`config.mk`:
```
export PLATFORM = sky130hd
export DESIGN_NAME = bus_arbiter
export DESIGN_NICKNAME = d
export VERILOG_FILES = /design/src/rtl/bus_arbiter.sv
export SDC_FILE = /design/constraint.sdc
export NUM_CORES = 1
export LEC_CHECK = 0
export ABC_AREA = 1
export CAP_MARGIN = 20
export CORE_UTILIZATION = 60
export DETAILED_ROUTE_END_ITERATION = 8
export DONT_BUFFER_PORTS = 1
export GPL_TIMING_DRIVEN = 0
export PLACE_DENSITY = 0.76
export SLEW_MARGIN = 20
export SYNTH_ARGS = -nofsm -noshare
export SYNTH_HDL_FRONTEND = slang
export SYNTH_SLANG_ARGS = --single-unit
export TNS_END_PERCENT = 50
```
`constraint.sdc`:
```
create_clock -name clk -period 2.4 [get_ports clk]
set_input_delay 0.72 -clock clk [delete_from_list [all_inputs] [get_ports clk]]
set_output_delay 0.72 -clock clk [all_outputs]
set_load 0.02 [all_outputs]
```
`src/rtl/bus_arbiter.sv`:
```
// Two-master / three-slave bus arbiter: grants a master, decodes its serial slave id,
// holds the connection until release. Define BUS_ARBITER_ROUND_ROBIN_EN for round-robin ties.
module bus_arbiter #(
  parameter int ADDR_TIMEOUT  = 16,
  parameter int SLAVE_ID_BITS = 2
) (
  input  logic       clk,
  input  logic       rst,
  input  logic       m1_request,
  input  logic       m2_request,
  input  logic       m1_master_valid,
  input  logic       m2_master_valid,
  input  logic       m1_tx_address,
  input  logic       m2_tx_address,
  output logic [1:0] bus_grant,
  output logic [2:0] slave_grant,
  output logic       addr_err,
  output logic       timeout,
  output logic       busy
);
  localparam int CW = $clog2(SLAVE_ID_BITS + 1);

  typedef enum logic [1:0] {IDLE, ADDR, CONNECT} state_t;

  state_t                   state;
  logic [SLAVE_ID_BITS-1:0] id;
  logic [SLAVE_ID_BITS-1:0] id_next;
  logic [CW-1:0]            bit_cnt;
  logic [7:0]               timer;
  logic                     sel_req, sel_vld, sel_tx;
  logic                     any_req, grant_m2;

  // Only the granted master's lines are looked at outside IDLE.
  always_comb begin
    sel_req = bus_grant[1] ? m2_request      : m1_request;
    sel_vld = bus_grant[1] ? m2_master_valid : m1_master_valid;
    sel_tx  = bus_grant[1] ? m2_tx_address   : m1_tx_address;
    id_next = {id[SLAVE_ID_BITS-2:0], sel_tx};
  end

  assign any_req = m1_request | m2_request;

`ifdef BUS_ARBITER_ROUND_ROBIN_EN
  logic rr_ptr;  // 0: master 1 wins the next tie, 1: master 2

  assign grant_m2 = m2_request & (~m1_request | rr_ptr);

  always_ff @(posedge clk or posedge rst) begin
    if (rst)                        rr_ptr <= 1'b0;
    else if (state == IDLE && any_req) rr_ptr <= ~rr_ptr;
  end
`else
  assign grant_m2 = m2_request & ~m1_request;
`endif

  always_ff @(posedge clk or posedge rst) begin
    if (rst) begin
      state       <= IDLE;
      bus_grant   <= 2'b00;
      slave_grant <= 3'b000;
      addr_err    <= 1'b0;
      timeout     <= 1'b0;
      busy        <= 1'b0;
      id          <= '0;
      bit_cnt     <= '0;
      timer       <= '0;
    end else begin
      addr_err <= 1'b0;
      timeout  <= 1'b0;
      case (state)
        IDLE: begin
          if (any_req) begin
            bus_grant <= grant_m2 ? 2'b10 : 2'b01;
            state     <= ADDR;
            busy      <= 1'b1;
            id        <= '0;
            bit_cnt   <= '0;
            timer     <= '0;
          end
        end
        ADDR: begin
          if (!sel_req) begin
            state     <= IDLE;
            bus_grant <= 2'b00;
            busy      <= 1'b0;
          end else if (sel_vld) begin
            id      <= id_next;
            bit_cnt <= bit_cnt + 1'b1;
            timer   <= '0;
            if (bit_cnt == CW'(SLAVE_ID_BITS - 1)) begin
              state <= CONNECT;
              case (id_next)
                2'd1:    slave_grant <= 3'b001;
                2'd2:    slave_grant <= 3'b010;
                2'd3:    slave_grant <= 3'b100;
                default: begin
                  // id 00 maps to no slave: drop the grant and flag it
                  state     <= IDLE;
                  addr_err  <= 1'b1;
                  bus_grant <= 2'b00;
                  busy      <= 1'b0;
                end
              endcase
            end
          end else if (timer == 8'(ADDR_TIMEOUT - 1)) begin
            state     <= IDLE;
            timeout   <= 1'b1;
            bus_grant <= 2'b00;
            busy      <= 1'b0;
          end else begin
            timer <= timer + 8'd1;
          end
        end
        CONNECT: begin
          if (!sel_req) begin
            state       <= IDLE;
            bus_grant   <= 2'b00;
            slave_grant <= 3'b000;
            busy        <= 1'b0;
          end
        end
        default: begin
          state       <= IDLE;
          bus_grant   <= 2'b00;
          slave_grant <= 3'b000;
          busy        <= 1'b0;
        end
      endcase
    end
  end
endmodule

```
======== Word level (Yosys, flattened, before mapping) ========
Index checks and enable logic that the tools add are counted.
operators by class
  $add $sub $neg .......................... 2
  eq/ne operators ......................... 17
  muxes and demuxes ....................... 53
  bitwise operators ....................... 4
  reduce and logical (&&, ||, !) cells .... 8
operators by type and width
  cell                                                                     number
  2-bit 2-to-1 mux                                                         16
  8-bit 2-to-1 mux                                                         4
  1-bit 2-to-1 mux                                                         21
  3-bit one-hot mux with 3 select lines                                    2
  8-bit one-hot mux with 2 select lines                                    1
  3-bit 2-to-1 mux                                                         4
  4-bit inequality test, second input constant                             3
  2-bit one-hot mux with 3 select lines                                    2
  4-bit AND reduction                                                      3
  2-bit inequality test, second input constant                             5
  8-bit by 1-bit adder with 8-bit output, second input constant            1
  8-bit by 4-bit == test with 1-bit output, second input constant          1
  2-bit by 1-bit == test with 1-bit output, second input constant          3
  2-bit == test, second input constant                                     3
  6-bit AND reduction                                                      1
  5-bit AND reduction                                                      1
  4-bit by 1-bit inequality test with 1-bit output, second input constant  1
  2-bit one-hot mux with 2 select lines                                    1
  3-bit inequality test, second input constant                             1
  1-bit one-hot mux with 3 select lines                                    1
  3-bit OR reduction                                                       1
  2-bit by 1-bit adder with 2-bit output, second input constant            1
  2-bit logical NOT                                                        1
  1-bit inverter                                                           2
  4 further kinds                                                          4
storage, ports and cells
  register bits after elaboration ......... 21
  input port bits ......................... 8
  output and inout port bits .............. 8
  word-level logic and storage cells ...... 93

======== Depth between registers and ports, before layout ========
Gate-level depths: netlist of the first run.
  depth after elaboration ................. 8
  depth in mapped cells ................... 11
  depth with buffers taken out ............ 11

======== Worst setup path before layout of the first run ========
Ideal clock, no wire load.
  path kind ............................... input -> register
  start point ............................. input port m2_tx_address
  end point ............................... register slave_grant[1]
  library setup time ...................... 0.120 ns
  arrival ................................. 1.869 ns
  data required time ...................... 2.280 ns
  setup slack ............................. 0.411 ns
  cell stages on the path ................. 8
  path buffers ............................ 0
  path through ............................ or2_2 o21ai_0 ha_1 nand3b_1 nand3_2 nor2_2 nand2_1 nand2_1
on the way
  word-level cells in the longest chain between the ends .. 7
  elaborated cells on any way between the ends .. 11
  those cells by class .................... 4 x eq/ne; 6 x mux; 1 x reduce/logical
ends and longest elaborated chain
  what                                                                       RTL line  text
  start: declaration                                                         14        input logic m2_tx_address,
  1-bit 2-to-1 mux (*)                                                       37        sel_tx = bus_grant[1] ? m2_tx_address : m1_tx_address;
  2-bit == test or 2-bit by 1-bit == test with 1-bit output (tied branches)  92        case (id_next)
  3-bit one-hot mux with 3 select lines                                      92
  3-bit 2-to-1 mux                                                           90        if (bit_cnt == CW'(SLAVE_ID_BITS - 1)) begin
  3-bit 2-to-1 mux                                                           86        end else if (sel_vld) begin
  3-bit 2-to-1 mux                                                           82        if (!sel_req) begin
  3-bit one-hot mux with 3 select lines                                      70        case (state)
  end signal: assignment                                                     93        2'd1: slave_grant <= 3'b001;
  end signal: assignment                                                     94        2'd2: slave_grant <= 3'b010;
  end signal: assignment                                                     95        2'd3: slave_grant <= 3'b100;
  end: declaration                                                           16        output logic [2:0] slave_grant,
Mark *: on every way between the ends. The rest lies on a longest branch, timed or not. The select of a mux whose other input is x is not followed.
A chain may end at the register's enable or synchronous reset.

======== Worst setup path after layout of the first run ========
  start point ............................. register bus_grant[1]
  end point ............................... register slave_grant[0]
on the way
  word-level cells in the longest chain between the ends .. 7
  elaborated cells on any way between the ends .. 16
  those cells by class .................... 7 x eq/ne; 8 x mux; 1 x reduce/logical
ends and longest elaborated chain
  what                                                                       RTL line  text
  start: declaration                                                         15        output logic [1:0] bus_grant,
  start signal: assignment                                                   73        bus_grant <= grant_m2 ? 2'b10 : 2'b01;
  1-bit 2-to-1 mux                                                           37
  2-bit == test or 2-bit by 1-bit == test with 1-bit output (tied branches)  92
  3-bit one-hot mux with 3 select lines                                      92
  3-bit 2-to-1 mux                                                           90
  3-bit 2-to-1 mux                                                           86
  3-bit 2-to-1 mux                                                           82
  3-bit one-hot mux with 3 select lines                                      70
Several ways; a longest one is shown, not always the timed one. The select of a mux whose other input is x is not followed.

==> results of run 1 <==
layout make-up:
cell class	count	area share, %
Clock buffer	3	1.57
Buffer	1	0.349
Multi-Input combinational cell	136	52.8
Inverter	22	5.93
Tap cell	27	2.35
Sequential cell	21	36.6
Clock inverter	1	0.349
worst max-delay path: stages (launching register included):
cell and delay (ns):
dfrtp_1 0.57, inv_2 0.07, or2_2 0.27, o21ai_0 0.21, ha_1 0.32, nand3b_1 0.17, nand3_2 0.14, nor2_2 0.06
nand2_1 0.07, nand2_1 0.06
flip-flops by register name, summed over array words and instances (netlist names):
register,flops
bus_grant,2
addr_err,1
timer,8
busy,1
timeout,1
id,1
state,2
slave_grant,3
bit_cnt,2
Yosys cell counts (all sizes together):
cell type and count:
nand2 68, nor2 24, inv 22, dfrtp 21
nand3 14, ha 6, o21ai 5, nor3 3
o31ai 3, a21oi 2, nand3b 2, nand4 2
nor4 2, or2 2, buf 1, o211ai 1
o21bai 1, xor2 1
power groups by stage:
stage	Sequential (mW)	Clock, mW	Combinational, mW
after detailed placement	0.589	0	0.800
after floorplan	0.570	0	0.651
after global placement	0.582	0	0.769
after CTS	0.581	0.179	0.802
final	0.580	0.178	0.801
after global routing	0.594	0.196	0.902
cells by family (layout without fill, tap and decap cells):
| family | count (synthesis) | count (layout) | share of synthesized area, % |
|---|---|---|---|
| AO/OA/AOI/OAI | 12 | 12 | 7.10 |
| XOR/XNOR | 1 | 1 | 0.638 |
| adder cells (fa/ha/maj) | 6 | 6 | 5.46 |
| buffers and inverters | 23 | 27 | 6.56 |
| flip-flops | 21 | 21 | 38.3 |
| AND/OR/NAND/NOR | 117 | 117 | 42.0 |
metrics by stage:
stage               worst slack, ns  instances  power, mW  util, %
CTS                           0.346        211       1.56     69.6
detailed placement            0.246        207       1.39     68.3
global route                  0.206        211       1.69     69.6
finish                        0.356        211       1.56     69.6
floorplan                     0.411        180       1.22        -
global placement              0.319        207       1.35     68.3
final timing paths:
kind | start | end | depth (start not counted)
setup / recovery | bus_grant[1]$_DFFE_PP0P_ | slave_grant[0]$_DFFE_PP0P_ | 9
hold / removal | rst | timer[5]$_DFFE_PP0P_ | 1
setup reg to reg | bus_grant[1]$_DFFE_PP0P_ | slave_grant[0]$_DFFE_PP0P_ | 9
hold reg to reg | bit_cnt[1]$_DFFE_PP0P_ | bit_cnt[1]$_DFFE_PP0P_ | 2
max in group asynchronous | rst | timer[4]$_DFFE_PP0P_ | 1
min in group clk | bit_cnt[1]$_DFFE_PP0P_ | bit_cnt[1]$_DFFE_PP0P_ | 2
layer usage:
metal  part of all wire [%]  wire [µm]
met4                      0          0
met5                      0          0
met3                    5.9        156
met2                     48       1270
met1                     46       1220
==> impl_results.md, run 1 <==
- Status: completed
- # clock sinks: 21
- Register area: 526 µm²
- Distinct cells, synth: 28
- CTS tree: done
- Worst-path maximum fanout: 6
- Routed wire length: 2.64 mm
- Syn_area_per_cell: 7.63 µm²
- Vias: 1146
- Core Region: 2060 µm²
- Combinational share of power: 51.4%
- DR pass1 iterations: 4
- Starting Density: 66.6%
- GRT Max-Usage Layer: met2
- GRT met2 Usage: 43.0%
- YS warnings: 0
- Multi-input logic area: 758 µm²
- Clock tree buffer depth: 2
- Leakage Power: 0.747 nW
- Cts repair resizes: 0
- Placed cell area: 1410 µm²
- Clk pwr share: 11.4%
- Seq pwr share: 37.2%
- Hold Buf Count CTS: 0
- Die X: 49.9 µm
- Synth area leader: dfrtp_1
- Worst-margin pin slew: 0.778 ns
- Reg clk slew, reported paths: 0.13 ns
- Worst-Skew Late Latency: 0.31 ns
- Ranking of synthesized cells by area: dfrtp_1 38%, nand2_1 16%, ha_1 5.5%
- Root Buffer Master: clkbuf_4
- Grt ovf: 0
- Syn Std Cell Area: 1370 µm²
- Met1 Use GR: 31.4%
- Post-CTS Setup Bufs: 0
- Via-to-Cell Ratio: 5.43
- CP Launch Type: register
- HP Class: input port to async pin
- Minimum clock period: 2.04 ns
- Pins Over Slew Limit: 0
- Design internal power: 0.754 mW
- Global Route Usage Sum: 25.0%
- Syn nets: 194
- Layout cells sized above 1: 17.9%
- Vias in the first global route: 1105
- Finished Cell Area: 1440 µm²
- Clock Skews: 0.00806 ns
- Pwr/cell area: 1090 nW/µm²
- Data required, critical path: 2.61 ns
- 1st-iter DRT viols: 25
- First-pass GRT wire length: 4.69 mm
- Final Cycle Share: 85.2%
- Sw Ratio: 51.6%
- Most frequent cells in the layout: 59 x nand2_1, 21 x dfrtp_1, 19 x nor2_1
- CP Data Arrival Time: 2.25 ns
- CP Class: register to register
- Area share of the largest cell type after synthesis: 38.3%
- Switch Pwr: 0.805 mW
- Maxcap violations: 0
- Area growth, synth to finish: 4.46%
- PortBufs: 0
- Setup TNS: 0 ns
- Worst reg2reg setup slack: 0.36 ns
- Routability cong.: 0.854
- FP Rows: 16
- Ant diodes: 0
- Residual DRC count: 0
- Fillcell total: 173
- Initial antenna violation count: 0
- Detail Placement HPWL: 2.02 mm
- Die area: 2490 µm²
- Fmax: 489 MHz
- Fin. Hold Viols: 0
- Largest net degree at the start of global routing: 22
- Met3 GRT Util: 4.63%
- H-tree depth: 1
- Endpoint class of the critical path: register
- Seq/Total Area, Yosys: 38.3%
- Nets@finish: 199
- Io pins: 16
- RSZ-0062 raised after global routing: false
- Syn Inst Count: 180
- Routed len/inst: 12.5 µm
- CTS Buf Count: 3
- Commonest non-fill, non-tap cell in the layout: nand2_1
- Die Height: 49.9 µm
- Final antenna-violating net count: 0
- Final setup viols: 0
- Fin Hold WS: 0.421 ns
- Worst rel slew slack: 48.1%
- Synthesized flop and latch total: 21
- Max VDD drop: 0.000820 V
Power figures use the tool's default switching activity.
==> inputs of run 2 (changes only) <==
--- a/config.mk
+++ b/config.mk
@@ -6,12 +6,12 @@
 export NUM_CORES = 1
 export LEC_CHECK = 0
 export ABC_AREA = 1
-export CAP_MARGIN = 20
-export CORE_UTILIZATION = 60
+export CAP_MARGIN = 15
+export CORE_UTILIZATION = 62
 export DETAILED_ROUTE_END_ITERATION = 8
 export DONT_BUFFER_PORTS = 1
 export GPL_TIMING_DRIVEN = 0
-export PLACE_DENSITY = 0.76
+export PLACE_DENSITY = 0.78
 export SLEW_MARGIN = 20
 export SYNTH_ARGS = -nofsm -noshare
 export SYNTH_HDL_FRONTEND = slang
==> run 2 against run 1 <==
  * Die area down 3.1%
  * Register-to-register slack better by 0.03 ns
  * Count of clock-buffer cells in the layout up 1
  * Core utilization up 1.3 points
  * Sequential power about the same
  * Non-clock buffer count unchanged
  * Clock power down 3%
  * Cell count unchanged
  * Cell area about the same
  * Via count down 2.9%
  * Sequential share of layout area about the same
  * Hold slack better by 0.0095 ns
  * Critical path type unchanged
  * Critical endpoint is now slave_grant[1]$_DFFE_PP0P_
  * Largest cell class unchanged
==> impl_results.md, run 2 (synthesis results as in run 1) <==
- Global Route Usage Sum: 24.9% (-0.034 points)
- Io pins: 16 (unchanged)
- DR pass1 iterations: 5 (+1)
- CTS Buf Count: 3 (unchanged)
- PortBufs: 0 (unchanged)
- Hold Buf Count CTS: 0 (unchanged)
- Vias in the first global route: 1063 (-3.8%)
- Routed len/inst: 12.2 µm (-2.1%)
- Most frequent cells in the layout: 59 x nand2_1, 21 x dfrtp_1, 19 x nor2_1
- Worst-margin pin slew: 0.795 ns (+0.0167 ns)
- Core Region: 2020 µm² (-1.9%)
- Top reg by flops: timer
- Worst reg2reg setup slack: 0.39 ns (+0.03 ns)
- Maxcap violations: 0 (unchanged)
- CP Class: register to register
- HP Class: input port to async pin
- Vias: 1113 (-2.9%)
- Minimum clock period: 2.01 ns (-0.0301 ns)
- Fmax: 497 MHz (+1.5%)
- Routed wire length: 2.58 mm (-2.1%)
- R2R cell count: 9 (unchanged)
- Ant diodes: 0 (unchanged)
- Endpoint class of the critical path: register
- RR Startpoint: bus_grant[1]$_DFFE_PP0P_
- Power, Total: 1.55 mW (-0.61%)
- Leakage Power: 0.745 nW (-0.37%)
- Critical path endpoint: slave_grant[1]$_DFFE_PP0P_
- H-tree depth: 1 (unchanged)
- Final antenna-violating net count: 0 (unchanged)
- Worst reg2reg endpoint: slave_grant[1]$_DFFE_PP0P_
- Die area: 2410 µm² (-3.1%)
- RSZ-0062 raised after global routing: false
- Setup TNS: 0 ns (unchanged)
- Max FFs per register: 8 (unchanged)
- # clock sinks: 21 (unchanged)
- FP Rows: 16 (unchanged)
- Detail Placement HPWL: 1.95 mm (-3.6%)
- Clock Skews: 0.00370 ns (-0.00436 ns)
- Final Cycle Share: 83.9% (-1.3 points)
- Status: completed
- Commonest non-fill, non-tap cell in the layout: nand2_1
- Nets@finish: 199 (unchanged)
- Pwr/cell area: 1080 nW/µm² (-0.52%)
- Final Non-Filler Cells: 211 (unchanged)
- Max VDD drop: 0.000805 V (-1.8%)
- CP Data Arrival Time: 2.22 ns (-0.03 ns)
- Area growth, synth to finish: 4.37% (about the same)
- Final worst slack: 0.386 ns (+0.0301 ns)
- Pins Over Slew Limit: 0 (unchanged)
- Fin. Hold Viols: 0 (unchanged)
- Layout cells sized above 1: 17.4% (-0.54 points)
- Clock tree buffer depth: 2 (unchanged)
- Reg clk slew, reported paths: 0.12 ns (about the same)
- DP Worst Slack: 0.267 ns (+0.0210 ns)
- Post-CTS Setup Bufs: 0 (unchanged)
- Worst-Skew Late Latency: 0.31 ns (about the same)
- Die Height: 49.1 µm (-1.6%)
- CP Launch Type: register
- Placed cells: 207 (unchanged)
- Initial antenna violation count: 0 (unchanged)
- Via-to-Cell Ratio: 5.27 (-2.9%)
- Starting Density: 67.9% (+1.3 points)
- Biggest regs: timer: 8 flops, slave_grant: 3 flops
- Largest net degree at the start of global routing: 22 (unchanged)
- Root Buffer Master: clkbuf_4
- Die X: 49.1 µm (-1.6%)
- Worst-path maximum fanout: 6 (unchanged)
- Worst rel slew slack: 46.9% (-1.1 points)
- Residual DRC count: 0 (unchanged)
- Final setup viols: 0 (unchanged)
- First-pass GRT wire length: 4.64 mm (-1.2%)
- Routability cong.: 0.857 (+0.43%)
- Data required, critical path: 2.61 ns (about the same)
- Worst setup startpoint: bus_grant[1]$_DFFE_PP0P_
- Grt ovf: 0 (unchanged)
- 1st-iter DRT viols: 35 (+40%)
- Cts repair resizes: 0 (unchanged)
- CTS tree: done
[run 2: cell types whose count changed in the layout (fill, tap and decap cells not counted), sizes merged]
cell,change
clkinv,-1
clkbuf,+1
[run 2: worst min path at each step]
| stage | startpoint | end | cells after the start |
|---|---|---|---|
| floorplan | bit_cnt[1]$_DFFE_PP0P_ | bit_cnt[1]$_DFFE_PP0P_ | 2 |
| global route | rst | timeout$_DFF_PP0_ | 1 |
| global placement | bit_cnt[1]$_DFFE_PP0P_ | bit_cnt[1]$_DFFE_PP0P_ | 2 |
| finish | rst | timeout$_DFF_PP0_ | 1 |
| detailed placement | bit_cnt[1]$_DFFE_PP0P_ | bit_cnt[1]$_DFFE_PP0P_ | 2 |
| CTS | rst | timeout$_DFF_PP0_ | 1 |
[run 2: stage by stage]
stage                     area (µm²)  hold WS (ns)  utilization (%)
after floorplan                 1370         0.452                -
after global placement          1410         0.468             69.6
after detailed placement        1410         0.479             69.6
after CTS                       1430         0.465             70.9
after global routing            1430         0.502             70.9
final                           1430         0.431             70.9
[run 2: layout make-up]
type	count	area, µm²
multi-input cells	136	758
fillers	160	588
flip-flops and latches	21	526
inverters	22	85.1
well taps	27	33.8
clock buffers	4	26.3
plain buffers	1	5.00
[run 2: critical path: stages (launching register included)]
cell and delay [ns]:
dfrtp_1 0.56, inv_2 0.07, or2_2 0.27, o21ai_0 0.21
ha_1 0.33, nand3b_1 0.17, nand3_2 0.14, nor2_2 0.06
nand2_1 0.06, nand2_1 0.05
[run 2: routing by layer]
layer | wire length [µm] | track usage (%) | share of wire (%)
met1 | 1290 | 35.2 | 50
met2 | 1190 | 39.7 | 46
met3 | 76 | 4.05 | 2.9
met4 | 29 | 6.37 | 1.1
met5 | 0 | 0 | 0
[run 2: where the power goes]
group	leakage, nW	switching (mW)	internal [mW]	total, mW
clock network	0.0150	0.108	0.0649	0.173
logic	0.447	0.547	0.251	0.798
registers	0.283	0.137	0.442	0.578
==> inputs of run 3 (changes only) <==
==> constraint.sdc (replaced) <==
create_clock -name clk -period 1.89 [get_ports clk]
set_input_delay 0.567 -clock clk [delete_from_list [all_inputs] [get_ports clk]]
set_output_delay 0.567 -clock clk [all_outputs]
set_load 0.02 [all_outputs]
==> run 3 against run 2 <==
  * Count of clock-buffer cells in the layout unchanged
  * Die area unchanged
  * Wire length increased by 1.6%
  * Cell count unchanged
  * Hold slack got worse by 0.16 ns
  * Register-to-register slack got worse by 0.21 ns
  * Non-clock buffer count unchanged
  * Highest routed layer unchanged
  * Setup slack got worse by 0.21 ns
  * Clock skew increased by 0.0048 ns
  * First-iteration DRC count decreased by 2.9%
  * Critical path depth unchanged
  * Sequential power increased by 28%
==> impl_results.md, run 3 (synthesis results as in run 1) <==
- Met1 Use GR: 35.2% (unchanged)
- Grt ovf: 0 (unchanged)
- Data required, critical path: 2.10 ns (-0.51 ns)
- Starting Density: 67.9% (unchanged)
- GRT met2 Usage: 40.0% (+0.23 points)
- Residual DRC count: 0 (unchanged)
- GRT Max-Usage Layer: met2
- Global Route Usage Sum: 25.0% (+0.067 points)
- Clock tree buffer depth: 2 (unchanged)
- Slowest CP cell: dfrtp_2
- Final Cycle Share: 90.7% (+6.8 points)
- CP Data Arrival Time: 1.93 ns (-0.29 ns)
- Hold Buf Count CTS: 0 (unchanged)
- Worst rel slew slack: 47.0% (+0.084 points)
- Pwr/cell area: 1370 nW/µm² (+27%)
- Area growth, synth to finish: 5.65%
- Io pins: 16 (unchanged)
- Status: completed
- Vias: 1130 (+1.5%)
- Die area: 2410 µm² (unchanged)
- Maxcap violations: 0 (unchanged)
- Max VDD drop: 0.00106 V (+32%)
- Reg clk slew, reported paths: 0.12 ns (about the same)
- Most numerous cell on the critical path: nand2_1
- HP Class: input port to async pin
- CP Launch Type: register
- CP delay by family, top: simple AND/OR/NAND/NOR gates
- Die Height: 49.1 µm (unchanged)
- Worst-Skew Late Latency: 0.31 ns (about the same)
- RSZ-0062 raised after global routing: false
- Fin Hold WS: 0.272 ns (-0.159 ns)
- Vias in the first global route: 1067 (+0.38%)
- Pins Over Slew Limit: 0 (unchanged)
- Detail Placement HPWL: 1.95 mm (unchanged)
- Worst-margin pin slew: 0.794 ns (-0.00125 ns)
- Clock Skews: 0.00849 ns (+0.00479 ns)
- H-tree depth: 1 (unchanged)
- Minimum clock period: 1.71 ns (-0.299 ns)
- Worst path cell trace: inv_2, or2_4, o21ai_4, ha_1, nand3b_1, nand3_2, nor2_2, nand2_1, nand2_1
- Biggest regs: timer: 8 flops, slave_grant: 3 flops
- Met3 GRT Util: 4.05% (unchanged)
- Largest net degree at the start of global routing: 22 (unchanged)
- Critical Path Max Stage Delay: 0.51 ns (-0.05 ns)
- CTS Buf Count: 3 (unchanged)
- First-pass GRT wire length: 4.65 mm (+0.30%)
- Fillcell total: 162 (+1.3%)
- Initial antenna violation count: 0 (unchanged)
- Routability cong.: 0.857 (unchanged)
- Leakage Power: 0.746 nW (+0.12%)
- Final antenna-violating net count: 0 (unchanged)
- # clock sinks: 21 (unchanged)
- Final setup viols: 0 (unchanged)
- Via-to-Cell Ratio: 5.36 (+1.5%)
- Most frequent cells in the layout: 59 x nand2_1, 20 x dfrtp_1, 19 x nor2_1
- Worst Path Buf+Inv: 1 (unchanged)
- PortBufs: 0 (unchanged)
- Commonest non-fill, non-tap cell in the layout: nand2_1
- Max FFs per register: 8 (unchanged)
- Routed len/inst: 12.4 µm (+1.6%)
- FP Rows: 16 (unchanged)
- 1st-iter DRT viols: 34 (-2.9%)
- Fmax: 583 MHz (+17%)
- Layout cells sized above 1: 19.0% (+1.6 points)
- Die X: 49.1 µm (unchanged)
- Nets@finish: 199 (unchanged)
- DP Worst Slack: -0.114 ns (-0.380 ns)
- Top reg by flops: timer
- Root Buffer Master: clkbuf_4
- Worst-path maximum fanout: 6 (unchanged)
- CTS tree: done
- Final worst slack: 0.175 ns (-0.211 ns)
- Core Region: 2020 µm² (unchanged)
- Endpoint class of the critical path: register
- Fin. Hold Viols: 0 (unchanged)
- DR pass1 iterations: 4 (-1)
- CP Class: register to register
- Ant diodes: 0 (unchanged)
- Routed wire length: 2.63 mm (+1.6%)
run 3: layer usage:
| metal | vias to the layer above | wire (µm) |
|---|---|---|
| met1 | 511 | 1320 |
| met4 | 0 | 34 |
| met5 | - | 0 |
| li1 | 577 | - |
| met3 | 8 | 81 |
| met2 | 34 | 1190 |
run 3: worst register-to-register path, cell delays in order (launching register included):
cell      delay (ns)
dfrtp_2         0.51
inv_2           0.07
or2_4           0.24
o21ai_4         0.08
ha_1            0.25
nand3b_1        0.17
nand3_2         0.12
nor2_2          0.06
nand2_1         0.06
nand2_1         0.05
run 3: metrics by stage:
stage | cell area, µm² | instances | TNS [ns] | power, mW | utilization (%)
after CTS | 1440 | 211 | 0 | 1.99 | 71.2
after detailed placement | 1410 | 207 | -0.332 | 1.76 | 69.6
final | 1450 | 211 | 0 | 1.99 | 71.8
after floorplan | 1370 | 180 | 0 | 1.55 | -
after global placement | 1410 | 207 | -0.129 | 1.72 | 69.6
after global routing | 1450 | 211 | 0 | 2.17 | 71.8
run 3: layout make-up:
cell class / instances / area, µm² / area share (%)
buffer: 1 / 5.00 / 0.345
tap: 27 / 33.8 / 2.33
sequential: 21 / 527 / 36.3
inverter: 22 / 85.1 / 5.86
multi-input combinational: 136 / 774 / 53.4
clock buffer: 4 / 26.3 / 1.81
run 3: worst paths after layout:
| check | from | end | slack, ns | cells past startpoint |
|---|---|---|---|---|
| setup / recovery | bus_grant[1]$_DFFE_PP0P_ | slave_grant[1]$_DFFE_PP0P_ | 0.18 | 9 |
| hold / removal | rst | timeout$_DFF_PP0_ | 0.27 | 1 |
| hold reg to reg | bit_cnt[1]$_DFFE_PP0P_ | bit_cnt[1]$_DFFE_PP0P_ | 0.51 | 2 |
| max in group asynchronous | rst | bus_grant[1]$_DFFE_PP0P_ | 1.07 | 1 |
| min in group clk | m2_request | bus_grant[1]$_DFFE_PP0P_ | 0.39 | 2 |
| setup reg to reg | bus_grant[1]$_DFFE_PP0P_ | slave_grant[1]$_DFFE_PP0P_ | 0.18 | 9 |
run 3: where the power goes:
| group | switching, mW | internal, mW | total [mW] |
|---|---|---|---|
| clock | 0.141 | 0.0824 | 0.224 |
| sequential | 0.179 | 0.562 | 0.741 |
| combinational | 0.700 | 0.328 | 1.03 |
| total | 1.02 | 0.973 | 1.99 |
run 3: what timing repair did:
| action | in CTS | in global routing |
|---|---|---|
| setup buffers | 0 | 0 |
| setup endpoints to repair | 6 | 3 |
| pin swaps | 0 | 1 |
| gates cloned | 0 | 0 |
| resized for setup | 3 | 3 |
